**src/rtl/issue_scoreboard.sv**
```systemverilog
// Issue scoreboard: tracks registers with writes in flight, stalls RAW/WAW
// hazards at the issue point, counts hazard stalls and supports a drain
// handshake that holds off issue until every pending write has completed.
//
// Optional feature macro: SCB_WB_BYPASS_EN
//   defined   -> hazard checks ignore the register being written back this
//                cycle, so a dependent instruction can issue alongside it.
//   undefined -> hazard checks use the registered busy map only.
//
// Ports:
//   clk          clock, all state updates on the rising edge
//   reset        asynchronous active-high reset
//   id_valid     decoded instruction present at the issue point
//   id_instr     {opcode, rd, rs1, rs2}, 4 bits each
//   issue_ready  combinational; instruction issues when id_valid && issue_ready
//   wb_valid     writeback of wb_dest completes this cycle
//   wb_dest      register index being written back
//   drain_req    request to empty all pending writes
//   drain_done   registered; drained and holding
//   busy_map     registered; bit n set while register n has a write in flight
//   stall_count  registered saturating hazard-stall counter
//   hazard_err   registered, sticky; writeback to a register not marked busy
module issue_scoreboard #(
  parameter int unsigned STALL_CNT_W = 8
) (
  input  logic                   clk,
  input  logic                   reset,
  input  logic                   id_valid,
  input  logic [15:0]            id_instr,
  output logic                   issue_ready,
  input  logic                   wb_valid,
  input  logic [3:0]             wb_dest,
  input  logic                   drain_req,
  output logic                   drain_done,
  output logic [15:0]            busy_map,
  output logic [STALL_CNT_W-1:0] stall_count,
  output logic                   hazard_err
);

  typedef enum logic [1:0] {StRun, StDrain, StDone} state_e;

  localparam logic [3:0] OpAdd  = 4'b0001;
  localparam logic [3:0] OpSub  = 4'b0010;
  localparam logic [3:0] OpLoad = 4'b0011;

  state_e                 state_q, state_d;
  logic [15:0]            busy_q, busy_d;
  logic [STALL_CNT_W-1:0] stall_q, stall_d;
  logic                   err_q, err_d;
  logic                   done_q, done_d;

  logic [3:0]  opcode, rd, rs1, rs2;
  logic        reads_src, writes_rd;
  logic [15:0] wb_mask, hz_map;
  logic        raw_hz, waw_hz, fire;

  assign opcode = id_instr[15:12];
  assign rd     = id_instr[11:8];
  assign rs1    = id_instr[7:4];
  assign rs2    = id_instr[3:0];

  assign reads_src = (opcode == OpAdd) || (opcode == OpSub);
  assign writes_rd = reads_src || (opcode == OpLoad);

  assign wb_mask = wb_valid ? (16'h0001 << wb_dest) : 16'h0000;

`ifdef SCB_WB_BYPASS_EN
  assign hz_map = busy_q & ~wb_mask;
`else
  assign hz_map = busy_q;
`endif

  assign raw_hz = reads_src && (hz_map[rs1] || hz_map[rs2]);
  assign waw_hz = writes_rd && hz_map[rd];
  assign fire   = id_valid && issue_ready;

  // Output logic (combinational issue gate).
  always_comb begin
    issue_ready = (state_q == StRun) && !raw_hz && !waw_hz;
  end

  // Datapath next state: clear on writeback first so a same-cycle issue to the
  // same register leaves the bit set.
  always_comb begin
    busy_d = busy_q;
    err_d  = err_q;
    if (wb_valid) begin
      if (busy_q[wb_dest]) begin
        busy_d = busy_q & ~wb_mask;
      end else begin
        err_d = 1'b1;
      end
    end
    if (fire && writes_rd) begin
      busy_d[rd] = 1'b1;
    end

    stall_d = stall_q;
    if ((state_q == StRun) && id_valid && !issue_ready && (stall_q != '1)) begin
      stall_d = stall_q + STALL_CNT_W'(1);
    end
  end

  // FSM next state; drain completion looks at the map after this cycle's writeback.
  always_comb begin
    state_d = state_q;
    unique case (state_q)
      StRun:   if (drain_req) state_d = StDrain;
      StDrain: begin
        if (!drain_req) begin
          state_d = StRun;
        end else if (busy_d == 16'h0000) begin
          state_d = StDone;
        end
      end
      StDone:  if (!drain_req) state_d = StRun;
      default: state_d = StRun;
    endcase
    done_d = (state_d == StDone);
  end

  always_ff @(posedge clk or posedge reset) begin
    if (reset) begin
      state_q <= StRun;
      busy_q  <= 16'h0000;
      stall_q <= '0;
      err_q   <= 1'b0;
      done_q  <= 1'b0;
    end else begin
      state_q <= state_d;
      busy_q  <= busy_d;
      stall_q <= stall_d;
      err_q   <= err_d;
      done_q  <= done_d;
    end
  end

  assign drain_done  = done_q;
  assign busy_map    = busy_q;
  assign stall_count = stall_q;
  assign hazard_err  = err_q;

endmodule

```
**config.mk**
```make
export PLATFORM = sky130hd
export DESIGN_NAME = issue_scoreboard
export DESIGN_NICKNAME = d
export VERILOG_FILES = /design/src/rtl/issue_scoreboard.sv
export SDC_FILE = /design/constraint.sdc
export NUM_CORES = 1
export LEC_CHECK = 0
export BUFFER_PORTS_ARGS = -buffer_cell sky130_fd_sc_hd__buf_2
export CAP_MARGIN = 15
export CORE_ASPECT_RATIO = 0.9
export CORE_UTILIZATION = 50
export CTS_CLUSTER_SIZE = 25
export DETAILED_ROUTE_END_ITERATION = 6
export PLACE_DENSITY = 0.75
export SYNTH_ARGS = -nofsm -noshare
export SYNTH_HDL_FRONTEND = slang
export SYNTH_SLANG_ARGS = --single-unit
```
**constraint.sdc**
```tcl
create_clock -name clk -period 3 [get_ports clk]
set_input_delay 0.45 -clock clk [delete_from_list [all_inputs] [get_ports clk]]
set_output_delay 0.45 -clock clk [all_outputs]
set_load 0.1 [all_outputs]
```
==> results of run 1 <==
==> state kept, by name (all words and copies together), names as in the netlist <==
| register | flops |
|---|---|
| drain_done | 1 |
| busy_map | 16 |
| stall_count | 8 |
| state_q | 2 |
| hazard_err | 1 |
==> through the flow <==
stage	util, %	instances
after floorplan	-	196
after global placement	61.61	287
after detailed placement	61.61	287
after CTS	62.78	291
after global routing	62.78	291
final	62.78	291
==> metal layers <==
metal	up-vias	wire, um	share of wire [%]
li1	862	-	-
met1	903	2578	47
met2	109	2414	44
met3	12	484	8.7
met4	0	61	1.1
met5	-	0	0
==> layout make-up <==
cell class                      count  share of cell area (%)
Multi-Input combinational cell    150                   53.04
Tap cell                           46                   2.374
Sequential cell                    28                   28.95
Timing Repair Buffer               55                   12.38
Inverter                            8                   1.393
Clock buffer                        4                   1.858
==> kinds of logic (layout without fill, tap and decap cells) <==
group	Yosys count	in the layout	synth area share (%)
AND/OR/NAND/NOR	58	58	14.42
AO/OA/AOI/OAI	56	56	20.49
multiplexers	28	28	23.32
flip-flops	28	28	33.65
buffers and inverters	18	67	4.567
XOR/XNOR	7	7	2.945
adder cells (fa/ha/maj)	1	1	0.6009
==> synthesized netlist by cell type, drive strengths merged <==
cell type   n  area, um2
o22ai       1      6.260
nor3        1      5.000
dfrtp      28      700.7
a2111oi     1      27.53
nor2b       3      18.77
o2111a      1      11.26
a31o        2      17.52
a21o        1      7.510
nand4       2      12.51
nand2      20      82.58
nand3       8      40.04
nor4        1      6.260
a211oi      5      37.54
a21boi      1      7.510
mux4       16      360.4
mux2i       8      80.08
xor2        7      61.31
o32ai       3      26.28
o21ai      18      101.4
o21bai      1      7.510
mux2        4      45.04
clkbuf      5      18.77
nor2        8      30.03
or3b        1      8.760
buf         5      46.29
ha          1      12.51
a311o       1      10.01
inv         8      30.03
o21a        1      7.510
nand3b      2      15.01
or3         3      18.77
o2bb2ai     2      17.52
o41ai       5      43.79
or4         3      22.52
a21oi       3      15.01
and3b       1      8.760
o311a       1      10.01
o31ai       9      72.57
nand2b      5      31.28
==> worst paths after layout <==
path                                       end  depth (start not counted)  slack, ns
worst max register to register  stall_count[1]                          7       0.67
worst min register to register      hazard_err                          1       0.48
max in group asynchronous       stall_count[1]                          3       2.13
worst max-delay path               issue_ready                          7       0.24
worst min-delay path              busy_map[15]                          2       0.24
min in group clk                    hazard_err                          3       0.46
==> power by group through the flow <==
| stage | logic, mW | clock network (mW) | registers (mW) |
|---|---|---|---|
| 2_1_floorplan | 0.379 | 0 | 0.991 |
| 3_3_place_gp | 1.01 | 0 | 0.562 |
| 3_5_place_dp | 1.01 | 0 | 0.565 |
| 4_1_cts | 1.01 | 0.214 | 0.557 |
| 5_1_grt | 1.06 | 0.228 | 0.572 |
| 6_report | 1.01 | 0.206 | 0.560 |
==> critical path, stage by stage (launching register included) <==
cell	delay, ns
dfrtp_1	0.50
mux4_2	0.49
mux2_2	0.27
nand3_1	0.08
o311a_1	0.23
nand2_4	0.16
clkinvlp_4	0.13
buf_12	0.17
==> out/qor.csv, run 1 <==
stage,metric,value,unit
detailed_routing,total wire length,5538,um
cells_and_area,most frequent cells in the layout,"buf_2 (50), dfrtp_1 (27), nand2_1 (19)",
sta,setup skew after layout,0.006505,ns
cells_and_area,sequential cell area,701.9,um2
power,static leakage,1.082,nW
sta,unrepaired setup endpoints after global routing,false,
cells_and_area,P&R area growth vs syn,16.47,%
critical_path,Setup crit start kind,flop,
power,clock power share,11.6,%
die,effective utilization at floorplan,53.90,%
global_route,met1 usage,39.75,%
global_route,GRT Residual Overflow,0,
cells_and_area,Diodes inserted,0,
placed_design,# port buffers,51,
synthesis,"Seq/Total Area, Yosys",33.65,%
sta,Final Cycle Share,91.94,%
cells_and_area,final-layout fill cell count,343,
power,Comb pwr share,57.0,%
clock_network,Root Buffer,clkbuf_8,
clock_network,clock latency on the worst-skew pair,0.27,ns
power,Internal,0.7912,mW
critical_path,crit path kind,reg2out,
sta,Final Setup Violations,0,
flow_run,number of max-cap violations,0,
power,Sw Ratio,55.52,%
critical_path,"Arr. time, crit path",2.31,ns
synthesis,post-synth net total,222,
power,Total Power,1.779,mW
sta,fmax,0.3626,GHz
global_route,met3 Use GR,4.800,%
sta,setup TNS,0,ns
placed_design,Placement Cell Area,0.002380,mm2
die,core area,0.003862,mm2
clock_network,CTS resizes,0,
placed_design,GPL Wtd Cong,0.9263,
critical_path,"critical path fanouts, max",17,
global_route,initial antenna violation count,0,
detailed_routing,# DRC,0,
global_route,number of global-route vias before repair,1841,
global_route,total track usage,26.04,%
detailed_routing,DR WL/cell,19.03,um
die,Die Y,63.22,um
cells_and_area,share of cells above drive strength 1,35.10,%
power,sequential group share of total power,31.5,%
power,VDD IR-drop max,0.0004247,V
clock_network,Longest Clk Path Bufs,2,
critical_path,FF-to-FF Start,busy_map[13],
cells_and_area,final net count,272,
clock_network,Clock transition at path regs,0.09,ns
die,die area,0.004426,mm2
worst_hold_path,Worst Hold Class,in2async,
cells_and_area,"leading cell type in the layout, fill and taps excluded",buf_2,
sta,worst slew pin tran,0.6287,ns
global_route,global route hottest layer,met1,
critical_path,CP endpoint kind,output port,
sta,final setup margin,0.2419,ns
clock_network,clk sinks,28,
synthesis,post-synthesis cell count,196,
synthesis,Synth Warn #,0,
detailed_routing,vias,1886,
detailed_routing,drt first-iter violations,136,
synthesis,"FF+latch count, synth",28,
sta,Fin. Hold Viols,0,
critical_path,Critical Path RT,2.55,ns
synthesis,Synth Cell Area,0.002082,mm2
power,PD cells,733.6,mW/mm2
critical_path,Setup crit start,busy_map[13],
sta,"Min Clock Period, post-route",2.758,ns
clock_network,hold bufs inserted after CTS,0,
sta,Hold Worst Slack,0.2423,ns
cells_and_area,multi-input logic area,0.001286,mm2
detailed_routing,Final ANT Viol Nets,0,
synthesis,Netlist cell types,45,
detailed_routing,Vias per Instance,6.481,
clock_network,CTS buffer count,3,
clock_network,CTS tree,yes,
global_route,pin count of the biggest net entering global routing,18,
detailed_routing,Detailed Routing Iterations Pass 1,6,
clock_network,H-tree depth,1,
sta,Slew HR,58.04,%
global_route,first-pass GRT wire length,9025,um
global_route,met2 usage,38.70,%
die,die width,70.02,um
synthesis,Syn Area/Cell,10.62,um2
die,Ports,52,
die,num rows,21,
sta,fin. max-slew vios,0,
cells_and_area,post-route cell area,0.002425,mm2
placed_design,DP HPWL,4149,um
outcome,status,finished clean,
power,NetSw,0.9876,mW
placed_design,DP Worst Slack,0.3426,ns
clock_network,postcts setup bufs,0,
(Power assumes the default switching activity.)
==> run 2, diff against run 1 <==
--- a/config.mk
+++ b/config.mk
@@ -12,6 +12,7 @@
 export CTS_CLUSTER_SIZE = 25
 export DETAILED_ROUTE_END_ITERATION = 6
 export PLACE_DENSITY = 0.75
+export REMOVE_ABC_BUFFERS = 1
 export SYNTH_ARGS = -nofsm -noshare
 export SYNTH_HDL_FRONTEND = slang
 export SYNTH_SLANG_ARGS = --single-unit
==> run 2 against run 1 <==
  * Worst hold slack lost 0.070 ns
  * Cell count is the same
  * First-iteration DRC count increased by 18%
  * Die area is the same
  * Critical path type unchanged
  * Largest power group unchanged
==> out/qor.csv, run 2 (same netlist as run 1, synthesis figures left out) <==
stage,metric,value,unit,change
outcome,status,finished clean,,unchanged
power,static leakage,1.109,nW,was 1.082 nW
cells_and_area,P&R area growth vs syn,18.45,%,was 16.47%
detailed_routing,Final ANT Viol Nets,0,,unchanged
detailed_routing,Detailed Routing Iterations Pass 1,4,,was 6
clock_network,Clock transition at path regs,0.09,ns,about the same
sta,"Min Clock Period, post-route",2.784,ns,was 2.758 ns
die,die area,0.004426,mm2,unchanged
clock_network,CTS buffer count,3,,unchanged
cells_and_area,number of flip-flops in the largest register,16,,unchanged
clock_network,hold bufs inserted after CTS,0,,unchanged
clock_network,CTS tree,yes,,unchanged
critical_path,"Arr. time, crit path",2.33,ns,was 2.31 ns
sta,unrepaired setup endpoints after global routing,false,,unchanged
global_route,pin count of the biggest net entering global routing,29,,was 18
die,Die Y,63.22,um,unchanged
cells_and_area,"leading cell type in the layout, fill and taps excluded",buf_2,,unchanged
global_route,first-pass GRT wire length,9770,um,was 9025 um
clock_network,Longest Clk Path Bufs,2,,unchanged
global_route,GRT Residual Overflow,0,,unchanged
global_route,total track usage,28.28,%,was 26.04%
clock_network,Root Buffer,clkbuf_8,,unchanged
global_route,initial antenna violation count,0,,unchanged
placed_design,placed instance count,286,,was 287
sta,Final Setup Violations,0,,unchanged
clock_network,clk sinks,28,,unchanged
cells_and_area,Layout Cells excl Fill,291,,unchanged
power,Internal,0.8763,mW,was 0.7912 mW
sta,Hold Worst Slack,0.1725,ns,was 0.2423 ns
sta,Fin. Hold Viols,0,,unchanged
placed_design,DP HPWL,4258,um,was 4149 um
die,Ports,52,,unchanged
detailed_routing,vias,1930,,"was 1,886"
placed_design,# port buffers,51,,unchanged
die,die width,70.02,um,unchanged
worst_hold_path,Worst Hold Class,in2async,,unchanged
critical_path,"critical path fanouts, max",17,,unchanged
cells_and_area,Diodes inserted,0,,unchanged
critical_path,CP endpoint kind,output port,,unchanged
clock_network,clock latency on the worst-skew pair,0.29,ns,was 0.27 ns
critical_path,Setup crit start kind,flop,,unchanged
sta,fmax,0.3592,GHz,was 0.3626 GHz
cells_and_area,share of cells above drive strength 1,34.69,%,was 35.10%
sta,setup skew after layout,0.01635,ns,was 0.006505 ns
power,clock power share,16.0,%,was 11.6%
detailed_routing,total wire length,5955,um,was 5538 um
die,effective utilization at floorplan,53.90,%,unchanged
power,Comb pwr share,54.2,%,was 57.0%
power,NetSw,1.005,mW,was 0.9876 mW
global_route,number of global-route vias before repair,1836,,"was 1,841"
power,Sw Ratio,53.43,%,was 55.52%
power,sequential group share of total power,29.7,%,was 31.5%
critical_path,crit path kind,reg2out,,unchanged
clock_network,CTS resizes,0,,unchanged
power,VDD IR-drop max,0.0004496,V,was 0.0004247 V
placed_design,GPL Wtd Cong,0.9412,,was 0.9263
detailed_routing,DR WL/cell,20.46,um,was 19.03 um
sta,Slew HR,59.57,%,was 58.04%
clock_network,postcts setup bufs,0,,unchanged
sta,Final Cycle Share,92.80,%,was 91.94%
cells_and_area,most frequent cells in the layout,"buf_2 (50), dfrtp_1 (28), nand2_1 (19)",,"was buf_2 (50), dfrtp_1 (27), nand2_1 (19)"
critical_path,Critical Path RT,2.55,ns,about the same
cells_and_area,final net count,272,,unchanged
clock_network,H-tree depth,1,,unchanged
die,core area,0.003862,mm2,unchanged
detailed_routing,drt first-iter violations,161,,was 136
critical_path,R2R depth,7,,unchanged
sta,worst slew pin tran,0.6009,ns,was 0.6287 ns
sta,fin. max-slew vios,0,,unchanged
detailed_routing,Vias per Instance,6.632,,was 6.481
power,PD cells,763.0,mW/mm2,was 733.6 mW/mm2
die,num rows,21,,unchanged
flow_run,number of max-cap violations,0,,unchanged
detailed_routing,# DRC,0,,unchanged
## run 2: changes by cell type in the layout (fill, tap and decap cells not counted), sizes merged
cell      previous run  this run
clkinvlp             1         0
bufinv               0         1
inv                  7         8
clkbuf               4         3
## run 2: through the flow
stage / util, % / setup slack, ns / cell area [um2] / TNS [ns] / power, mW
final: 63.85 / 0.2159 / 2466 / 0 / 1.882
after floorplan: - / -0.2846 / 2017 / -0.2846 / 1.326
after global routing: 63.85 / 0.1348 / 2466 / 0 / 1.957
after CTS: 63.14 / 0.2169 / 2439 / 0 / 1.876
after detailed placement: 61.29 / 0.3181 / 2367 / 0 / 1.575
after global placement: 61.29 / 0.3411 / 2367 / 0 / 1.564
## run 2: critical path, stage by stage, from the launching register on
cell and delay, ns:
dfrtp_1 0.51, mux4_2 0.49, mux2_2 0.27, nand3_1 0.08, o311a_1 0.23, nand2_4 0.15
inv_1 0.13, buf_12 0.18
## run 2: final cells by class
class | count | area [um2]
Clock inverter | 1 | 30.03
Tap cell | 46 | 57.56
Sequential cell | 28 | 700.7
Multi-Input combinational cell | 150 | 1286
Fill cell | 330 | 1396
Timing Repair Buffer | 55 | 320.3
Inverter | 8 | 30.03
Clock buffer | 3 | 41.29
## run 2: final timing paths
check,from,end,slack (ns)
max,busy_map[13],issue_ready,0.22
min,reset,busy_map[11],0.17
max reg2reg,busy_map[13],stall_count[1],0.70
min reg2reg,hazard_err,hazard_err,0.48
max in group asynchronous,reset,busy_map[9],2.38
min in group clk,wb_valid,hazard_err,0.44
## run 2: layer usage
layer,up-vias,global-route usage [%],routed length [um]
met5,-,0,0
met4,0,6.750,52
met3,4,4.640,531
met2,104,43.27,2842
met1,956,42.17,2528
li1,866,-,-
## run 2: power by group through the flow
stage	sequential (mW)	clock, mW	combinational (mW)
2_1_floorplan	0.991	0	0.335
3_3_place_gp	0.563	0	1.00
3_5_place_dp	0.565	0	1.01
4_1_cts	0.556	0.305	1.01
5_1_grt	0.572	0.316	1.07
6_report	0.560	0.302	1.02
==> run 3, diff against run 2 <==
--- a/config.mk
+++ b/config.mk
@@ -13,6 +13,8 @@
 export DETAILED_ROUTE_END_ITERATION = 6
 export PLACE_DENSITY = 0.75
 export REMOVE_ABC_BUFFERS = 1
+export SETUP_SLACK_MARGIN = 0.3
+export SKIP_CTS_REPAIR_TIMING = 1
 export SYNTH_ARGS = -nofsm -noshare
 export SYNTH_HDL_FRONTEND = slang
 export SYNTH_SLANG_ARGS = --single-unit
==> run 3 against run 2 <==
  * Critical path depth is the same
  * Final area grew 1.4%
  * Sequential share of layout area grew 0.067 points
  * Combinational power is essentially flat
  * Non-clock buffer count grew 3
  * Clock-buffer cell count is the same
  * Maximum frequency grew 5.5%
  * Cell count grew 1.0%
  * Global-route usage is the same
  * Die area is the same
  * First-iteration DRC count grew 1.9%
  * Register-to-register slack lost 0.02 ns
  * Highest routed layer unchanged
==> out/qor.csv, run 3 (same netlist as run 1, synthesis figures left out) <==
stage,metric,value,unit,change
cells_and_area,final net count,275,,was 272
sta,unrepaired setup endpoints after global routing,false,,unchanged
die,effective utilization at floorplan,53.90,%,unchanged
die,die width,70.02,um,unchanged
sta,Final Cycle Share,87.96,%,was 92.80%
power,PD cells,764.2,mW/mm2,was 763.0 mW/mm2
sta,fmax,0.3790,GHz,was 0.3592 GHz
placed_design,placed instance count,286,,unchanged
critical_path,crit path kind,reg2out,,unchanged
cells_and_area,final core occ,64.72,%,was 63.85%
sta,worst slew pin tran,0.6259,ns,was 0.6009 ns
clock_network,Longest Clk Path Bufs,2,,unchanged
global_route,GRT Residual Overflow,0,,unchanged
sta,Fin. Hold Viols,0,,unchanged
detailed_routing,total wire length,5985,um,was 5955 um
outcome,status,finished clean,,unchanged
detailed_routing,# DRC,0,,unchanged
critical_path,CP endpoint kind,output port,,unchanged
power,Sw Ratio,52.89,%,was 53.43%
clock_network,Clock transition at path regs,0.09,ns,about the same
cells_and_area,Layout Cells excl Fill,294,,was 291
die,Ports,52,,unchanged
detailed_routing,Detailed Routing Iterations Pass 1,4,,unchanged
detailed_routing,drt first-iter violations,164,,was 161
sta,setup skew after layout,0.01224,ns,was 0.01635 ns
critical_path,"Arr. time, crit path",2.19,ns,was 2.33 ns
die,num rows,21,,unchanged
clock_network,H-tree depth,1,,unchanged
detailed_routing,DR WL/cell,20.36,um,was 20.46 um
power,clock power share,15.6,%,was 16.0%
power,Internal,0.9000,mW,was 0.8763 mW
die,die area,0.004426,mm2,unchanged
placed_design,GPL Wtd Cong,0.9412,,unchanged
power,VDD IR-drop max,0.0004537,V,was 0.0004496 V
critical_path,Setup crit start kind,flop,,unchanged
clock_network,CTS buffer count,3,,unchanged
sta,"Min Clock Period, post-route",2.639,ns,was 2.784 ns
cells_and_area,Diodes inserted,0,,unchanged
power,Comb pwr share,54.9,%,was 54.2%
placed_design,DP HPWL,4258,um,unchanged
flow_run,number of max-cap violations,0,,unchanged
sta,Final Setup Violations,0,,unchanged
die,core area,0.003862,mm2,unchanged
sta,fin. max-slew vios,0,,unchanged
clock_network,clock latency on the worst-skew pair,0.28,ns,was 0.29 ns
power,sequential group share of total power,29.5,%,was 29.7%
global_route,total track usage,28.28,%,unchanged
cells_and_area,P&R area growth vs syn,20.07,%,was 18.45%
detailed_routing,vias,1941,,"was 1,930"
global_route,pin count of the biggest net entering global routing,29,,unchanged
cells_and_area,"leading cell type in the layout, fill and taps excluded",buf_2,,unchanged
critical_path,Critical Path RT,2.55,ns,about the same
clock_network,clk sinks,28,,unchanged
power,static leakage,1.108,nW,was 1.109 nW
worst_hold_path,Worst Hold Class,in2async,,unchanged
global_route,first-pass GRT wire length,9770,um,unchanged
sta,Slew HR,57.89,%,was 59.57%
global_route,number of global-route vias before repair,1836,,unchanged
cells_and_area,final-layout fill cell count,329,,was 330
detailed_routing,Vias per Instance,6.602,,was 6.632
cells_and_area,share of cells above drive strength 1,39.52,%,was 34.69%
cells_and_area,most frequent cells in the layout,"buf_2 (50), nand2_1 (19), dfrtp_1 (19)",,"was buf_2 (50), dfrtp_1 (28), nand2_1 (19)"
die,Die Y,63.22,um,unchanged
power,NetSw,1.010,mW,was 1.005 mW
critical_path,"critical path fanouts, max",9,,was 17
clock_network,Root Buffer,clkbuf_8,,unchanged
cells_and_area,multi-input logic area,0.001286,mm2,unchanged
detailed_routing,Final ANT Viol Nets,0,,unchanged
global_route,initial antenna violation count,0,,unchanged
cells_and_area,sequential cell area,711.9,um2,was 700.7 um2
cells_and_area,number of flip-flops in the largest register,16,,unchanged
clock_network,CTS tree,yes,,unchanged
placed_design,# port buffers,51,,unchanged
run 3: cell count changes in the layout (fill, tap and decap cells not counted):
cell	before	now
dfrtp_2	0	9
inv_1	8	7
dfrtp_1	28	19
inv_2	0	1
buf_4	3	6
run 3: path summary, 6_finish.rpt:
path                              start           end  slack, ns  depth (start not counted)
setup reg to reg           busy_map[13]  busy_map[14]       0.68                          7
hold reg to reg              hazard_err    hazard_err       0.48                          1
max in group asynchronous         reset  busy_map[15]       2.36                          3
setup / recovery           busy_map[13]   issue_ready       0.36                          7
min in group clk               wb_valid    hazard_err       0.45                          3
hold / removal                    reset    state_q[1]       0.17                          2
run 3: final cells by class:
type / count / share of cell area, %
flip-flops and latches: 28 / 28.48
clock buffers: 3 / 1.652
repair buffers: 58 / 13.71
multi-input cells: 150 / 51.45
inverters: 8 / 1.201
clock inverters: 1 / 1.201
well taps: 46 / 2.302
run 3: per-stage QoR:
stage	setup WS [ns]	hold slack (ns)	instance area, um2	power (mW)	TNS (ns)
3_3_place_gp	0.3411	0.4611	2367	1.564	0
6_report	0.3613	0.1740	2500	1.910	0
2_1_floorplan	-0.2846	0.5154	2017	1.326	-0.2846
5_1_grt	0.3026	0.2156	2500	1.987	0
3_5_place_dp	0.3181	0.4651	2367	1.575	0
4_1_cts	0.2169	0.4487	2439	1.876	0
run 3: metal layers:
| layer | track usage [%] | up-vias | wire [um] |
|---|---|---|---|
| li1 | - | 871 | - |
| met1 | 42.17 | 950 | 2520 |
| met2 | 43.27 | 106 | 2760 |
| met3 | 4.640 | 14 | 567 |
| met4 | 6.750 | 0 | 136 |
| met5 | 0 | - | 0 |
run 3: critical path, cell delays in order, from the launching register on:
cell,delay (ns)
dfrtp_2,0.49
mux4_2,0.47
mux2_2,0.27
nand3_1,0.08
o311a_1,0.23
nand2_4,0.12
inv_2,0.09
buf_12,0.17
run 3: power by group through the flow:
stage                     clock [mW]  sequential, mW  combinational, mW
after floorplan                    0           0.991              0.335
after global placement             0           0.563               1.00
after detailed placement           0           0.565               1.01
after CTS                      0.305           0.556               1.01
after global routing           0.316           0.576               1.10
final                          0.298           0.564               1.05
